`src/rtl/npu_pkg.sv`:
```
// Shared definitions for the conv-datapath weight store.
//   kk_f     : taps per kernel for a given kernel edge
//   idx_w_f  : index width for N entries, never less than one bit
//   load_state_e : kernel load FSM states
package npu_pkg;

  function automatic int kk_f(input int ks);
    return ks * ks;
  endfunction

  function automatic int idx_w_f(input int n);
    return (n <= 1) ? 1 : $clog2(n);
  endfunction

  typedef enum logic {
    IDLE = 1'b0,
    LOAD = 1'b1
  } load_state_e;

endpackage

```
`src/rtl/kernel_bank_buf_if.sv`:
```
// Host/MAC-side bus of the kernel bank buffer.
//   load_*     : kernel load command (start, slot, abort) and done pulse
//   s_*        : tap stream, valid/ready
//   swap_*     : bank swap request / ack, shadow_full status
//   rd_*       : whole-kernel read from the active bank, 1-cycle latency
//   active_bank: current active bank index
// master = host/MAC side, slave = kernel_bank_buf.
interface kernel_bank_buf_if
  import npu_pkg::*;
#(
  parameter int BIT_DEPTH   = 8,
  parameter int KERNEL_SIZE = 3,
  parameter int NUM_KERNELS = 4
);
  localparam int KK    = kk_f(KERNEL_SIZE);
  localparam int KID_W = idx_w_f(NUM_KERNELS);

  logic                    load_start;
  logic [KID_W-1:0]        load_kid;
  logic                    load_abort;
  logic                    s_valid;
  logic                    s_ready;
  logic [BIT_DEPTH-1:0]    s_data;
  logic                    load_done;
  logic                    swap_req;
  logic                    swap_ack;
  logic                    shadow_full;
  logic                    rd_en;
  logic [KID_W-1:0]        rd_kid;
  logic                    rd_valid;
  logic [KK*BIT_DEPTH-1:0] rd_taps;
  logic                    active_bank;

  modport master (
    output load_start, load_kid, load_abort, s_valid, s_data, swap_req, rd_en, rd_kid,
    input  s_ready, load_done, swap_ack, shadow_full, rd_valid, rd_taps, active_bank
  );

  modport slave (
    input  load_start, load_kid, load_abort, s_valid, s_data, swap_req, rd_en, rd_kid,
    output s_ready, load_done, swap_ack, shadow_full, rd_valid, rd_taps, active_bank
  );

endinterface

```
`src/rtl/kernel_load_ctrl.sv`:
```
// Load FSM, tap counter, per-slot loaded flags and bank-swap arbitration.
//   clk, rst_n        : clock, async active-low reset
//   load_start_i/kid_i: begin loading a shadow slot; load_abort_i abandons it
//   s_valid_i/s_ready_o: tap beat handshake
//   swap_req_i        : swap request, honoured only in IDLE with every slot loaded
//   wr_en_o/kid_o/tap_o: shadow-bank write strobe and location
//   load_done_o, swap_ack_o: registered 1-cycle pulses
//   shadow_full_o, active_bank_o: status
module kernel_load_ctrl
  import npu_pkg::*;
#(
  parameter int KERNEL_SIZE = 3,
  parameter int NUM_KERNELS = 4,
  localparam int KK    = kk_f(KERNEL_SIZE),
  localparam int KID_W = idx_w_f(NUM_KERNELS),
  localparam int TAP_W = idx_w_f(KK)
) (
  input  logic             clk,
  input  logic             rst_n,
  input  logic             load_start_i,
  input  logic [KID_W-1:0] load_kid_i,
  input  logic             load_abort_i,
  input  logic             s_valid_i,
  output logic             s_ready_o,
  input  logic             swap_req_i,
  output logic             wr_en_o,
  output logic [KID_W-1:0] wr_kid_o,
  output logic [TAP_W-1:0] wr_tap_o,
  output logic             load_done_o,
  output logic             swap_ack_o,
  output logic             shadow_full_o,
  output logic             active_bank_o
);

  localparam logic [TAP_W-1:0] LAST_TAP = TAP_W'(KK - 1);

  load_state_e            state_q, state_d;
  logic [KID_W-1:0]       kid_q, kid_d;
  logic [TAP_W-1:0]       tap_q, tap_d;
  logic [NUM_KERNELS-1:0] loaded_q, loaded_d;
  logic                   active_q, active_d;
  logic                   done_q, done_d;
  logic                   ack_q, ack_d;

  always_ff @(posedge clk or negedge rst_n) begin
    if (!rst_n) begin
      state_q  <= IDLE;
      kid_q    <= '0;
      tap_q    <= '0;
      loaded_q <= '0;
      active_q <= 1'b0;
      done_q   <= 1'b0;
      ack_q    <= 1'b0;
    end else begin
      state_q  <= state_d;
      kid_q    <= kid_d;
      tap_q    <= tap_d;
      loaded_q <= loaded_d;
      active_q <= active_d;
      done_q   <= done_d;
      ack_q    <= ack_d;
    end
  end

  always_comb begin
    state_d  = state_q;
    kid_d    = kid_q;
    tap_d    = tap_q;
    loaded_d = loaded_q;
    active_d = active_q;
    done_d   = 1'b0;
    ack_d    = 1'b0;
    wr_en_o  = 1'b0;
    case (state_q)
      IDLE: begin
        // A load start wins over a swap so a slot being refreshed is never
        // swapped in half-written.
        if (load_start_i) begin
          state_d              = LOAD;
          kid_d                = load_kid_i;
          tap_d                = '0;
          loaded_d[load_kid_i] = 1'b0;
        end else if (swap_req_i && (&loaded_q)) begin
          active_d = ~active_q;
          loaded_d = '0;
          ack_d    = 1'b1;
        end
      end
      LOAD: begin
        // Abort takes priority over a beat offered in the same cycle.
        if (load_abort_i) begin
          state_d = IDLE;
        end else if (s_valid_i) begin
          wr_en_o = 1'b1;
          if (tap_q == LAST_TAP) begin
            state_d         = IDLE;
            loaded_d[kid_q] = 1'b1;
            done_d          = 1'b1;
          end else begin
            tap_d = tap_q + 1'b1;
          end
        end
      end
      default: state_d = IDLE;
    endcase
  end

  assign s_ready_o     = (state_q == LOAD);
  assign wr_kid_o      = kid_q;
  assign wr_tap_o      = tap_q;
  assign load_done_o   = done_q;
  assign swap_ack_o    = ack_q;
  assign shadow_full_o = &loaded_q;
  assign active_bank_o = active_q;

endmodule

```
`src/rtl/kernel_bank_buf.sv`:
```
// Double-buffered multi-kernel weight store. Host streams taps into the
// shadow bank while the MAC array reads whole kernels from the active bank;
// a handshaked swap flips the banks between layers.
//   clk   : clock, rising edge
//   rst_n : async active-low reset (weight storage is not reset)
//   bus   : kernel_bank_buf_if slave modport (load, stream, swap, read)
module kernel_bank_buf
  import npu_pkg::*;
#(
  parameter int BIT_DEPTH   = 8,
  parameter int KERNEL_SIZE = 3,
  parameter int NUM_KERNELS = 4
) (
  input  logic              clk,
  input  logic              rst_n,
  kernel_bank_buf_if.slave  bus
);

  localparam int KK     = kk_f(KERNEL_SIZE);
  localparam int KID_W  = idx_w_f(NUM_KERNELS);
  localparam int TAP_W  = idx_w_f(KK);
  localparam int DEPTH  = 2 * NUM_KERNELS * KK;
  localparam int ADDR_W = idx_w_f(DEPTH);

  logic                    wr_en;
  logic [KID_W-1:0]        wr_kid;
  logic [TAP_W-1:0]        wr_tap;
  logic                    active_bank;
  logic                    shadow_bank;
  logic [ADDR_W-1:0]       wr_addr;
  logic [ADDR_W-1:0]       rd_base;
  logic [KK*BIT_DEPTH-1:0] rd_taps_d;
  logic [KK*BIT_DEPTH-1:0] rd_taps_q;
  logic                    rd_valid_q;
  logic [BIT_DEPTH-1:0]    mem_q [DEPTH];

  kernel_load_ctrl #(
    .KERNEL_SIZE (KERNEL_SIZE),
    .NUM_KERNELS (NUM_KERNELS)
  ) u_ctrl (
    .clk           (clk),
    .rst_n         (rst_n),
    .load_start_i  (bus.load_start),
    .load_kid_i    (bus.load_kid),
    .load_abort_i  (bus.load_abort),
    .s_valid_i     (bus.s_valid),
    .s_ready_o     (bus.s_ready),
    .swap_req_i    (bus.swap_req),
    .wr_en_o       (wr_en),
    .wr_kid_o      (wr_kid),
    .wr_tap_o      (wr_tap),
    .load_done_o   (bus.load_done),
    .swap_ack_o    (bus.swap_ack),
    .shadow_full_o (bus.shadow_full),
    .active_bank_o (active_bank)
  );

  assign shadow_bank = ~active_bank;

  // Flat layout: bank-major, then kernel, then tap.
  always_comb begin
    wr_addr = ADDR_W'((int'(shadow_bank) * NUM_KERNELS + int'(wr_kid)) * KK + int'(wr_tap));
    rd_base = ADDR_W'((int'(active_bank) * NUM_KERNELS + int'(bus.rd_kid)) * KK);
  end

  always_ff @(posedge clk) begin
    if (wr_en) begin
      mem_q[wr_addr] <= bus.s_data;
    end
  end

  always_comb begin
    rd_taps_d = '0;
    for (int t = 0; t < KK; t++) begin
      rd_taps_d[t*BIT_DEPTH +: BIT_DEPTH] = mem_q[rd_base + ADDR_W'(t)];
    end
  end

  // Read uses the bank index before this edge, so a read on a swap edge
  // still returns the outgoing bank.
  always_ff @(posedge clk or negedge rst_n) begin
    if (!rst_n) begin
      rd_valid_q <= 1'b0;
      rd_taps_q  <= '0;
    end else begin
      rd_valid_q <= bus.rd_en;
      if (bus.rd_en) begin
        rd_taps_q <= rd_taps_d;
      end
    end
  end

  assign bus.rd_valid    = rd_valid_q;
  assign bus.rd_taps     = rd_taps_q;
  assign bus.active_bank = active_bank;

endmodule

```
`src/flat_wrapper.sv`:
```
// flat-port wrapper written by rule: the top's interface ports become plain ports
module kernel_bank_buf_flat import npu_pkg::*;
#(
  parameter int BIT_DEPTH   = 8,
  parameter int KERNEL_SIZE = 3,
  parameter int NUM_KERNELS = 4
)
  (clk, rst_n, bus_load_start, bus_load_kid, bus_load_abort, bus_s_valid, bus_s_data, bus_swap_req, bus_rd_en, bus_rd_kid, bus_s_ready, bus_load_done, bus_swap_ack, bus_shadow_full, bus_rd_valid, bus_rd_taps, bus_active_bank);
  kernel_bank_buf_if #(.BIT_DEPTH(BIT_DEPTH), .KERNEL_SIZE(KERNEL_SIZE), .NUM_KERNELS(NUM_KERNELS)) bus_i ();
  input  logic clk;
  input  logic rst_n;
  input wire logic [$bits(bus_i.load_start)-1:0] bus_load_start;
  input wire logic [$bits(bus_i.load_kid)-1:0] bus_load_kid;
  input wire logic [$bits(bus_i.load_abort)-1:0] bus_load_abort;
  input wire logic [$bits(bus_i.s_valid)-1:0] bus_s_valid;
  input wire logic [$bits(bus_i.s_data)-1:0] bus_s_data;
  input wire logic [$bits(bus_i.swap_req)-1:0] bus_swap_req;
  input wire logic [$bits(bus_i.rd_en)-1:0] bus_rd_en;
  input wire logic [$bits(bus_i.rd_kid)-1:0] bus_rd_kid;
  output wire logic [$bits(bus_i.s_ready)-1:0] bus_s_ready;
  output wire logic [$bits(bus_i.load_done)-1:0] bus_load_done;
  output wire logic [$bits(bus_i.swap_ack)-1:0] bus_swap_ack;
  output wire logic [$bits(bus_i.shadow_full)-1:0] bus_shadow_full;
  output wire logic [$bits(bus_i.rd_valid)-1:0] bus_rd_valid;
  output wire logic [$bits(bus_i.rd_taps)-1:0] bus_rd_taps;
  output wire logic [$bits(bus_i.active_bank)-1:0] bus_active_bank;
  assign bus_i.load_start = bus_load_start;
  assign bus_i.load_kid = bus_load_kid;
  assign bus_i.load_abort = bus_load_abort;
  assign bus_i.s_valid = bus_s_valid;
  assign bus_i.s_data = bus_s_data;
  assign bus_i.swap_req = bus_swap_req;
  assign bus_i.rd_en = bus_rd_en;
  assign bus_i.rd_kid = bus_rd_kid;
  assign bus_s_ready = bus_i.s_ready;
  assign bus_load_done = bus_i.load_done;
  assign bus_swap_ack = bus_i.swap_ack;
  assign bus_shadow_full = bus_i.shadow_full;
  assign bus_rd_valid = bus_i.rd_valid;
  assign bus_rd_taps = bus_i.rd_taps;
  assign bus_active_bank = bus_i.active_bank;
  kernel_bank_buf #(.BIT_DEPTH(BIT_DEPTH), .KERNEL_SIZE(KERNEL_SIZE), .NUM_KERNELS(NUM_KERNELS)) u_core (.clk(clk), .rst_n(rst_n), .bus(bus_i));
endmodule
```
`config.mk`:
```
export PLATFORM = sky130hd
export DESIGN_NAME = kernel_bank_buf_flat
export DESIGN_NICKNAME = d
export VERILOG_FILES = /design/src/rtl/npu_pkg.sv /design/src/rtl/kernel_bank_buf_if.sv /design/src/rtl/kernel_load_ctrl.sv /design/src/rtl/kernel_bank_buf.sv /design/src/flat_wrapper.sv
export SDC_FILE = /design/constraint.sdc
export NUM_CORES = 2
export LEC_CHECK = 0
export ABC_CLOCK_PERIOD_IN_PS = 4820
export BUFFER_PORTS_ARGS = -buffer_cell sky130_fd_sc_hd__buf_2
export CAP_MARGIN = 15
export CORE_ASPECT_RATIO = 0.7
export CORE_UTILIZATION = 45
export CTS_CLUSTER_DIAMETER = 100
export DETAILED_ROUTE_END_ITERATION = 10
export MAX_ROUTING_LAYER = met4
export PLACE_DENSITY = 0.6
export SKIP_CTS_REPAIR_TIMING = 1
export SLEW_MARGIN = 10
export SYNTH_ARGS = -nofsm -noshare
export SYNTH_HDL_FRONTEND = slang
export SYNTH_SLANG_ARGS = --single-unit
```
`constraint.sdc`:
```
create_clock -name clk -period 4.82 [get_ports clk]
set_clock_uncertainty 0.15 [all_clocks]
set_input_delay 0.241 -clock clk [delete_from_list [all_inputs] [get_ports clk]]
set_output_delay 0.241 -clock clk [all_outputs]
set_load 0.01 [all_outputs]
```
==> metrics <==
outcome=complete, no violations; largest net degree at the start of global routing=124; Yosys top cell area share=0.402; WP data required=5.19 ns; design area=56300 sq um; crit start category=flip-flop; crit path DAT=5.13 ns; root buffer cell=clkbuf_16; Setup-failing EPs final=0; Post-DRT Antenna Nets=0; Mapped Avg Cell Area=15.3 sq um; FFs w/ async S/R, synth=0.131; Max Clock Freq=210 MHz; Synth area leader=mux4_2; Sum Neg Setup Slack=0 ns; gpl congestion=1.17; critical path capture point type=flip-flop; full die area=115000 sq um; Initial Util=0.453; peak supply drop=233 uV; largest cells by area after synthesis=mux4_2, edfxtp_1, dfrtp_1, mux2i_1, nand2_1; Top cell by count, worst path=buf_4; num rows=103; CTS tree=yes; # IOs=97; Crit path largest cell delay=1.16 ns; H-tree Lvls=3; pwr dens=289 nW/um^2; RSZ-0062 raised after global routing=false; Synth Instances=3345; vias in the first global route=38400; clk_lat worst skew=0.70 ns; DR vias=43200; Clock Sinks=663; Critical Path Slowest Stage Cell=ha_1; fin crit share=0.987; synthesis warning total=0; port bufs=96; critical path class=reg2reg; share of cells above drive strength 1=0.408; number of enable flip-flop cells after synthesis=576; first-pass GRT wire length=367000 um; die height=284 um; flops & latches, synth=663; worst hold path class=in2reg; setup ws final=0.0625 ns; Final Core Density=0.499; Synth Flop Type=edfxtp_1; post-DP HPWL=214000 um; Max-slew headroom=0.110; final hold violation count=0; dpl cells=4852; most common cell after layout, fill and taps aside=mux4_2; crit path cell chain=inv_2 -> buf_4 -> ha_1 -> buf_4 -> mux4_2 -> a211oi_1 -> a2111oi_0; static leakage=0.0183 uW; max-slew violations=0; Layout area overhead=10.1%; gr usage total=0.498; Worst-path clk slew=0.07 ns; initial DRC count=10300; mapped cell area=51100 sq um; part of the Yosys area used for sequential elements=0.381; min Tclk post-route=4.76 ns; drt pass-1 iters=9; max-cap violations=0; DP Area=53600 sq um; Routed WL=280000 um; initial antenna violation count=41; Worst-Margin Slew=1.34 ns; Worst R2R Setup Slack=0.06 ns; Synth cell types=80; CP Max Fanout=32; CTS buffer count=73; die width=405 um; CORE AREA=113000 sq um; worst-case clock buffer depth=3; grt ovf=0; DRC=0; detailed-route vias per instance=8.58; most frequent cells in the layout=mux4_2, edfxtp_1, nand2_1, nor2_1, buf_4; Layout Cells excl Fill=5041; layout filler cell count=9397; nets=3472; Place WS=0.352 ns; syn nets=3394; drt wl/cell=55.5 um
## cell usage after synthesis (13+ instances only)
master,count
and2_1,21
a32oi_1,28
a21oi_1,57
a22oi_1,44
buf_6,48
nand4_1,17
o21ai_1,15
ha_1,29
o21ai_0,32
mux2i_1,131
buf_1,17
a211oi_1,29
dfrtp_1,87
a31oi_1,68
xnor2_1,13
nand3_1,64
edfxtp_1,576
a2111oi_0,14
clkbuf_1,85
buf_2,104
nor3_1,30
nor2_1,224
mux4_2,912
mux2_2,40
o22ai_1,52
buf_4,71
nand2_1,298
o221ai_1,27
nor2b_1,25
## report_power, final
part           leakage, uW  switching (uW)  internal [uW]
Combinational       0.0109            2490           1410
Sequential         0.00620             232           6370
Clock              0.00115            2730           3040
## final cells by class
type	count	area, sq um	share of cell area
diodes	41	103	0.00182
clock buffers	83	1860	0.0331
clock inverters	47	533	0.00947
inverters	17	66.3	0.00118
multi-input cells	2338	29700	0.528
flip-flops and latches	663	19500	0.346
well taps	1522	1900	0.0338
repair buffers	330	2620	0.0465
## per-layer routing
metal,GRT usage,part of all wire
met5,-,0
met4,0.150,0.042
met3,0.353,0.22
met2,0.589,0.37
met1,0.658,0.37
## critical path: cells and delay by family (launching register included)
kind,cells,cell delay [ns]
flops,1,0.52
fa+ha+maj,1,1.16
buf+inv,3,1.03
compound gates,2,1.11
mux,1,0.48
## cell families after synthesis
group,share of synthesized area
adder cells (fa/ha/maj),0.00749
AO/OA/AOI/OAI,0.0643
XOR/XNOR,0.00404
flip-flops,0.381
AND/OR/NAND/NOR,0.0625
buffers and inverters,0.0407
multiplexers,0.440
## registers in the layout, summed over array words and instances (netlist names)
| signal | count |
|---|---|
| u_core.bus.rd_taps | 72 |
| u_core.bus.rd_valid | 1 |
| u_core.mem_q | 576 |
| u_core.u_ctrl.active_bank_o | 1 |
| u_core.u_ctrl.load_done_o | 1 |
| u_core.u_ctrl.loaded_q | 4 |
| u_core.u_ctrl.s_ready_o | 1 |
| u_core.u_ctrl.swap_ack_o | 1 |
| u_core.u_ctrl.wr_kid_o | 2 |
| u_core.u_ctrl.wr_tap_o | 4 |
## final timing paths
path / startpoint / end / cells after the start
min in group asynchronous: rst_n / u_core.u_ctrl.load_done_o / 2
hold reg to reg: u_core.u_ctrl.loaded_q[1] / u_core.u_ctrl.loaded_q[1] / 2
setup reg to reg: u_core.u_ctrl.active_bank_o / u_core.bus.rd_taps[38] / 7
setup / recovery: u_core.u_ctrl.active_bank_o / u_core.bus.rd_taps[38] / 7
hold / removal: bus_s_data[2] / u_core.mem_q[53][2] / 1
max in group asynchronous: rst_n / u_core.bus.rd_taps[23] / 3
## stage by stage
stage                     hold slack [ns]  total power (uW)
after floorplan                    -0.205              8670
after global placement              0.267             10300
after detailed placement            0.283             10300
after CTS                          -0.450             16000
after global routing               0.0216             16400
final                              0.0289             16300
Note: power is estimated with default switching activity, not from simulation.
